`src/rtl/vga_pattern_gen.sv`:
```
// VGA test-pattern generator: colour bars, checkerboard, grey ramp, bouncing box.
// One-cycle registered RGB with delayed DE; mode and animation change only at frame end.
module vga_pattern_gen #(
  parameter int unsigned H_ACT      = 640,
  parameter int unsigned V_ACT      = 480,
  parameter int unsigned COLOR_W    = 4,
  parameter int unsigned NUM_BARS   = 8,
  parameter int unsigned CHECK_LOG2 = 5,
  parameter int unsigned BOX_SIZE   = 32,
  parameter int unsigned BOX_STEP   = 2
) (
  input  logic               clk,
  input  logic               reset,
  input  logic               DE,
  input  logic [9:0]         x_pixel,
  input  logic [9:0]         y_pixel,
  input  logic [1:0]         mode_sel,
  input  logic               pause,
  output logic               de_out,
  output logic [COLOR_W-1:0] r_port,
  output logic [COLOR_W-1:0] g_port,
  output logic [COLOR_W-1:0] b_port,
  output logic [15:0]        frame_cnt
);

  localparam int unsigned CW    = 10;
  localparam int unsigned BIW   = (NUM_BARS > 1) ? $clog2(NUM_BARS) : 1;
  localparam int unsigned BAR_W = H_ACT / NUM_BARS;
  localparam int unsigned GSTEP = H_ACT >> COLOR_W;

  localparam logic [10:0] BX_MAX = 11'(H_ACT - BOX_SIZE);
  localparam logic [10:0] BY_MAX = 11'(V_ACT - BOX_SIZE);
  localparam logic [10:0] STEP   = 11'(BOX_STEP);
  localparam logic [10:0] BSIZE  = 11'(BOX_SIZE);

  logic [1:0]         mode_q;
  logic [CW-1:0]      bar_cnt, bar_cnt_cur, bar_cnt_nxt;
  logic [BIW-1:0]     bar_idx, bar_idx_cur, bar_idx_nxt;
  logic [CW-1:0]      gr_cnt, gr_cnt_cur, gr_cnt_nxt;
  logic [COLOR_W-1:0] gr_lvl, gr_lvl_cur, gr_lvl_nxt;
  logic [10:0]        box_x, box_y, box_x_nxt, box_y_nxt;
  logic               dir_x, dir_y, dir_x_nxt, dir_y_nxt;
  logic               fe_c, in_box_c, chk_c;
  logic [2:0]         bar_col_c;
  logic [2:0]         bar_rgb_c;
  logic [COLOR_W-1:0] r_c, g_c, b_c;

  // Column counters restart at x==0 so bar/ramp index tracks the column without a divider
  always_comb begin
    fe_c        = DE && (x_pixel == 10'(H_ACT - 1)) && (y_pixel == 10'(V_ACT - 1));
    bar_cnt_cur = (x_pixel == '0) ? '0 : bar_cnt;
    bar_idx_cur = (x_pixel == '0) ? '0 : bar_idx;
    gr_cnt_cur  = (x_pixel == '0) ? '0 : gr_cnt;
    gr_lvl_cur  = (x_pixel == '0) ? '0 : gr_lvl;

    bar_cnt_nxt = bar_cnt_cur + 1'b1;
    bar_idx_nxt = bar_idx_cur;
    if (bar_cnt_cur == CW'(BAR_W - 1)) begin
      bar_cnt_nxt = '0;
      if (bar_idx_cur != BIW'(NUM_BARS - 1)) bar_idx_nxt = bar_idx_cur + 1'b1;
    end

    gr_cnt_nxt = gr_cnt_cur + 1'b1;
    gr_lvl_nxt = gr_lvl_cur;
    if (gr_cnt_cur == CW'(GSTEP - 1)) begin
      gr_cnt_nxt = '0;
      if (gr_lvl_cur != '1) gr_lvl_nxt = gr_lvl_cur + 1'b1;
    end
  end

  // Pixel colour for the current mode
  always_comb begin
    bar_col_c = 3'(bar_idx_cur);
    case (bar_col_c)
      3'd0:    bar_rgb_c = 3'b111;
      3'd1:    bar_rgb_c = 3'b110;
      3'd2:    bar_rgb_c = 3'b011;
      3'd3:    bar_rgb_c = 3'b010;
      3'd4:    bar_rgb_c = 3'b101;
      3'd5:    bar_rgb_c = 3'b100;
      3'd6:    bar_rgb_c = 3'b001;
      default: bar_rgb_c = 3'b000;
    endcase
    chk_c    = x_pixel[CHECK_LOG2] ^ y_pixel[CHECK_LOG2];
    in_box_c = (11'(x_pixel) >= box_x) && (11'(x_pixel) < box_x + BSIZE) &&
               (11'(y_pixel) >= box_y) && (11'(y_pixel) < box_y + BSIZE);
    r_c = '0;
    g_c = '0;
    b_c = '0;
    case (mode_q)
      2'd0: begin
        r_c = {COLOR_W{bar_rgb_c[2]}};
        g_c = {COLOR_W{bar_rgb_c[1]}};
        b_c = {COLOR_W{bar_rgb_c[0]}};
      end
      2'd1: begin
        r_c = {COLOR_W{chk_c}};
        g_c = {COLOR_W{chk_c}};
        b_c = {COLOR_W{chk_c}};
      end
      2'd2: begin
        r_c = gr_lvl_cur;
        g_c = gr_lvl_cur;
        b_c = gr_lvl_cur;
      end
      default: begin
        r_c = {COLOR_W{in_box_c}};
        g_c = {COLOR_W{in_box_c}};
        b_c = '1;
      end
    endcase
  end

  // Box bounce: clamp to the edge and reverse rather than overshoot
  always_comb begin
    box_x_nxt = box_x;
    dir_x_nxt = dir_x;
    if (dir_x) begin
      if (box_x + STEP >= BX_MAX) begin
        box_x_nxt = BX_MAX;
        dir_x_nxt = 1'b0;
      end else begin
        box_x_nxt = box_x + STEP;
      end
    end else if (box_x <= STEP) begin
      box_x_nxt = '0;
      dir_x_nxt = 1'b1;
    end else begin
      box_x_nxt = box_x - STEP;
    end

    box_y_nxt = box_y;
    dir_y_nxt = dir_y;
    if (dir_y) begin
      if (box_y + STEP >= BY_MAX) begin
        box_y_nxt = BY_MAX;
        dir_y_nxt = 1'b0;
      end else begin
        box_y_nxt = box_y + STEP;
      end
    end else if (box_y <= STEP) begin
      box_y_nxt = '0;
      dir_y_nxt = 1'b1;
    end else begin
      box_y_nxt = box_y - STEP;
    end
  end

  always_ff @(posedge clk) begin
    if (reset) begin
      de_out    <= 1'b0;
      r_port    <= '0;
      g_port    <= '0;
      b_port    <= '0;
      frame_cnt <= '0;
      mode_q    <= '0;
      bar_cnt   <= '0;
      bar_idx   <= '0;
      gr_cnt    <= '0;
      gr_lvl    <= '0;
      box_x     <= '0;
      box_y     <= '0;
      dir_x     <= 1'b1;
      dir_y     <= 1'b1;
    end else begin
      de_out <= DE;
      r_port <= DE ? r_c : '0;
      g_port <= DE ? g_c : '0;
      b_port <= DE ? b_c : '0;
      if (DE) begin
        bar_cnt <= bar_cnt_nxt;
        bar_idx <= bar_idx_nxt;
        gr_cnt  <= gr_cnt_nxt;
        gr_lvl  <= gr_lvl_nxt;
      end
      if (fe_c) begin
        mode_q    <= mode_sel;
        frame_cnt <= frame_cnt + 1'b1;
        if (!pause) begin
          box_x <= box_x_nxt;
          box_y <= box_y_nxt;
          dir_x <= dir_x_nxt;
          dir_y <= dir_y_nxt;
        end
      end
    end
  end

endmodule

```
`config.mk`:
```
export PLATFORM = sky130hd
export DESIGN_NAME = vga_pattern_gen
export DESIGN_NICKNAME = d
export VERILOG_FILES = /design/src/rtl/vga_pattern_gen.sv
export SDC_FILE = /design/constraint.sdc
export NUM_CORES = 1
export LEC_CHECK = 0
export CORE_MARGIN = 3
export CORE_UTILIZATION = 29
export CTS_BUF_LIST = sky130_fd_sc_hd__clkbuf_2 sky130_fd_sc_hd__clkbuf_4 sky130_fd_sc_hd__clkbuf_8
export DETAILED_ROUTE_END_ITERATION = 16
export DONT_BUFFER_PORTS = 1
export GPL_ROUTABILITY_DRIVEN = 1
export PLACE_DENSITY = 0.46
export SYNTH_ARGS = -nofsm -noshare
export SYNTH_HDL_FRONTEND = slang
export SYNTH_SLANG_ARGS = --single-unit
```
`constraint.sdc`:
```
create_clock -name clk -period 4.2 [get_ports clk]
set_input_delay 1.05 -clock clk [delete_from_list [all_inputs] [get_ports clk]]
set_output_delay 1.05 -clock clk [all_outputs]
set_load 0.03 [all_outputs]
```
# Yosys cells after proc, flatten, opt, wreduce, memory -nomap -nowiden
# Cells that the tools add are included.
[totals]
reg_bits = 82
latch_bits = 0
ramBits = 0
mem_bits_ro = 0
input_bits = 26
wordCells = 86
n_memories = 0
[op_classes]
addsub = 11
mul = 0
n_div = 0
order_cmp = 8
eq_ne = 14
shifts = 0
n_mux = 26
bitwise = 3
reduce_logical = 10
[ops]
columns = ["cell", "n"]
rows = [
  ["two-way mux 11 bit", 6],
  ["two-way mux 10 bit", 4],
  ["case mux 4 bit (3 select lines)", 3],
  ["adder 11 x 2 -> 11 bit, second input constant", 2],
  ["adder 11 x 6 -> 11 bit, second input constant", 2],
  ["greater-or-equal comparator 10 x 11 -> 1 bit", 2],
  ["<= comparator 11 x 2 -> 1 bit, second input constant", 2],
  ["< comparator 10 x 11 -> 1 bit", 2],
  ["subtractor 11 x 2 -> 11 bit, second input constant", 2],
  ["case mux 3 bit (7 select lines)", 1],
  ["adder 10 x 1 -> 10 bit, second input constant", 2],
  ["adder 16 x 1 -> 16 bit, second input constant", 1],
  ["two-way mux 4 bit", 3],
  ["greater-or-equal comparator 11 x 10 -> 1 bit, second input constant", 1],
  ["greater-or-equal comparator 11 x 9 -> 1 bit, second input constant", 1],
  ["== test 10 bit, second input constant", 1],
  ["== test 10 x 6 -> 1 bit, second input constant", 1],
  ["== test 10 x 7 -> 1 bit, second input constant", 1],
  ["== test 10 x 9 -> 1 bit, second input constant", 1],
  ["logical NOT 10 bit", 1],
  ["== test 3 bit, second input constant", 3],
  ["two-way mux 3 bit", 3],
  ["== test 3 x 2 -> 1 bit, second input constant", 2],
  ["two-way mux 1 bit", 6],
  ["other kinds (14)", 19],
]

# Logic depth before layout (Yosys ltp)
[depth]
word_depth = 6
mapped_depth = 11
mapped_depth_nobuf = 10

# Worst setup path before layout
# OpenSTA, ideal clock, no wires.
[synth_path]
path_kind = "input to register"
startpoint = "in x_pixel[1]"
endpoint = "reg gr_cnt[3]"
setup_ns = 0.070
arrival_ns = 3.188
setup_slack_ns = 0.942
cell_stages = 9
path_buffers = 1
cell_sequence = "nor4_1 nand4_1 clkbuf_1 and2_1 ha_1 nand4_1 nand2_1 or4b_2 a21oi_1"
[synth_between]
elab_chain_len = 4
[synth_lines]
columns = ["element", "line_no", "text"]
rows = [
  ["start: declaration", "15", "input logic [9:0] x_pixel,"],
  ["logical NOT 10 bit (*)", "53", "gr_cnt_cur = (x_pixel == '0) ? '0 : gr_cnt;"],
  ["two-way mux 10 bit (*)", "53", ""],
  ["adder 10 x 1 -> 10 bit / == test 10 x 6 -> 1 bit (equally long branches)", "63, 65", ""],
  ["two-way mux 10 bit (*)", "65", "if (gr_cnt_cur == CW'(GSTEP - 1)) begin"],
  ["end signal: assignment", "173", "gr_cnt <= gr_cnt_nxt;"],
  ["end: declaration", "39", "logic [CW-1:0] gr_cnt, gr_cnt_cur, gr_cnt_nxt;"],
]
# Every way passes the cells marked *; elsewhere a longest branch is shown, timed or not.
# A chain may end at the register's enable or synchronous reset.

# Worst setup path in the final report
# Ends and elaborated chain as after synthesis.

==> flow_summary.yaml <==
yosys:
  synth-simple-area-share: 0.287
  ys_seq_area_frac: 0.299
  ys_seq_elements: 80
  synth_adder_area_share: 0.101
  synth.most_common_cell: "dfxtp_1"
  synth_edf_count: 0
  synth_top_cell_area_share: 0.299
  synthTopCellsByCount: "dfxtp_1, nor2_1, a21oi_1"
  syn_nets: 756
  synth_top_area_cell: "dfxtp_1"
  synth_compound_area_frac: 0.209
  yosysWarnings: 0
  synth_area_um2: 5350
  synthXorXnorAreaFrac: 0.0508
  synthArstFlopShare: 0
  avgSynthCellArea_um2: 7.78
  yosysUniqueCellTypes: 63
  yosys-top-cells-area: "dfxtp_1, ha_1, a21oi_1"
  synth-main-ff-cell: "dfxtp_1"
  synth_top_family_by_area: "simple AND/OR/NAND/NOR gates"
  syn_inst: 687
  synthMuxAreaShare: 0.00211
timing:
  finalSetupTns_ns: 0
  fmax_mhz: 316
  whs_ns: 0.473
  setup_viol: 0
  finalCriticalPeriod_ns: 3.16
  rsz0062_at_grt: "no"
  period_share: 0.753
  setup_ws_ns: 1.04
  slew_violations: 0
  slew_headroom: 0.476
  skew_ns: 0.0128
  worst_pin_slew_ns: 0.780
  hold_violations: 0
worst_setup_path:
  cp.arrival_ns: 3.47
  path_class: "primary input to flip-flop"
  endpoint_kind: "flip-flop"
  cp_max_fo: 24
  crit_path_start_kind: "primary input"
  crit_path_top_delay_cell: "or4b_2"
  critPathRequiredTime_ns: 4.51
  critPathMaxStageDelay_ns: 0.65
  crit_top_cell: "nand4_1"
  crit_chain: "nor4_1 -> nand4_1 -> buf_4 -> and2_1 -> ha_1 -> nand4_1 -> nand2_1 -> or4b_2 -> a21oi_1"
flow_run:
  drv_cap: 0
layout:
  multi_input_area_um2: 3480
  final_nets: 737
  drive_above_1_share: 0.0550
  nFillCells: 1966
  area_growth_pct: 7.11
  final-seq-area_um2: 1600
  diodes: 0
  fin_util: 0.318
drt:
  drtPass1Iterations: 4
  drt_iter0_markers: 294
  wirelength_um: 15000
  post_drt_via_cell_ratio: 5.49
  avgRoutedWirePerCell_um: 16.6
  postRouteAntennaNets: 0
  drc: 0
  vias: 4955
status:
  status: "finished clean"
power_and_ir_drop:
  cellLeakagePower_nw: 2.00
  ir_worst_vdd_mv: 0.169
  powerDensity_nw_per_um2: 255
  power_w: 0.00146
clocking:
  post_cts_buffers: 0
  insertion_delay_ns: 0.38
  clkTransAtPathRegs_ns: 0.10
  clk_path_buf_depth: 2
  h-tree-depth: 3
  cts_tree: "built"
  cts_buffers: 9
  clock_sinks: 80
  hold_buffers: 0
  cts_root_buf: "clkbuf_8"
  post_cts_resize_count: 0
die:
  fp.dieW_um: 142
  fp.coreArea_um2: 18000
  die_h_um: 142
  pin_count: 55
  dieArea_um2: 20100
  initial_utilization: 0.297
  rows: 49
placed_design:
  dp_slack_ns: 0.668
  post-dp-hpwl_um: 10900
  io_buffers: 0
  place_congestion: 0.840
global_routing:
  grt_antenna_before_repair: 0
  grtUsageTotal: 0.150
  first_global_vias: 4656
  gr-total-overflow: 0
  grt_pass1_wl_um: 24300
  grt_max_degree: 69
hold_path:
  worstHoldPathType: "flip-flop to flip-flop"
[critical path: cells and delay by family]
family / cells / cell delay [ns]
AND/OR/NAND/NOR: 6 / 1.81
buffers and inverters: 1 / 0.24
AO/OA/AOI/OAI: 1 / 0.15
adder cells (fa/ha/maj): 1 / 0.22
[flip-flops by register name, indices dropped and copies added (netlist names), 2 cells and up]
| signal | count |
|---|---|
| box_x | 10 |
| bar_cnt | 10 |
| gr_cnt | 10 |
| b_port | 4 |
| gr_lvl | 4 |
| box_y | 10 |
| r_port | 4 |
| bar_idx | 3 |
| g_port | 4 |
| frame_cnt | 16 |
| mode_q | 2 |
[per-stage QoR]
| step | std cells | instance area [um^2] |
|---|---|---|
| after floorplan | 687 | 5350 |
| after global placement | 886 | 5520 |
| after detailed placement | 886 | 5520 |
| after CTS | 902 | 5730 |
| after global routing | 902 | 5730 |
| final | 902 | 5730 |
[final timing paths]
check	startpoint	end	slack, ns	cells past startpoint
max	x_pixel[1]	gr_cnt[3]$_SDFFE_PP0P_	1.04	9
min	bar_idx[0]$_SDFFE_PP0P_	bar_idx[0]$_SDFFE_PP0P_	0.47	2
max reg2reg	box_y[5]$_SDFFE_PP0P_	r_port[3]$_SDFF_PP0_	1.38	9
min reg2reg	bar_idx[0]$_SDFFE_PP0P_	bar_idx[0]$_SDFFE_PP0P_	0.47	2
[cell families (layout without fill, tap and decap cells)]
family	count (synthesis)	count (layout)
flip-flops	80	80
AND/OR/NAND/NOR	286	286
multiplexers	1	1
XOR/XNOR	31	31
adder cells (fa/ha/maj)	43	43
buffers and inverters	67	53
AO/OA/AOI/OAI	179	179
[where the power goes]
group	switching (W)	internal, W
registers	0.0000177	0.000767
logic	0.0000342	0.0000269
clock network	0.000312	0.000302
[routing by layer]
| metal | track usage | wire length, um |
|---|---|---|
| met1 | 0.192 | 6900 |
| met2 | 0.238 | 6850 |
| met5 | 0 | 0 |
| met4 | 0.0424 | 271 |
| met3 | 0.0533 | 955 |
[cell usage in the layout (no fill, tap or decap), types with 11 or more instances in the layout]
master    count
inv_1        32
nor2_1       75
and2_1       11
nand2_1      49
o21ai_0      45
ha_1         43
a21oi_1      59
dfxtp_1      80
nand4_1      16
or3_1        11
a211oi_1     11
nand3_1      24
xnor2_1      27
nor3_1       21
and3_1       16
[area by class of cell]
cell class,instances,share of cell area
clock buffer,11,0.0253
clock inverter,5,0.0111
inverter,33,0.0216
multi-input combinational,540,0.607
sequential,80,0.280
tap,229,0.0500
timing repair buffer,4,0.00524
No activity file was read; power rests on OpenSTA's default activity.
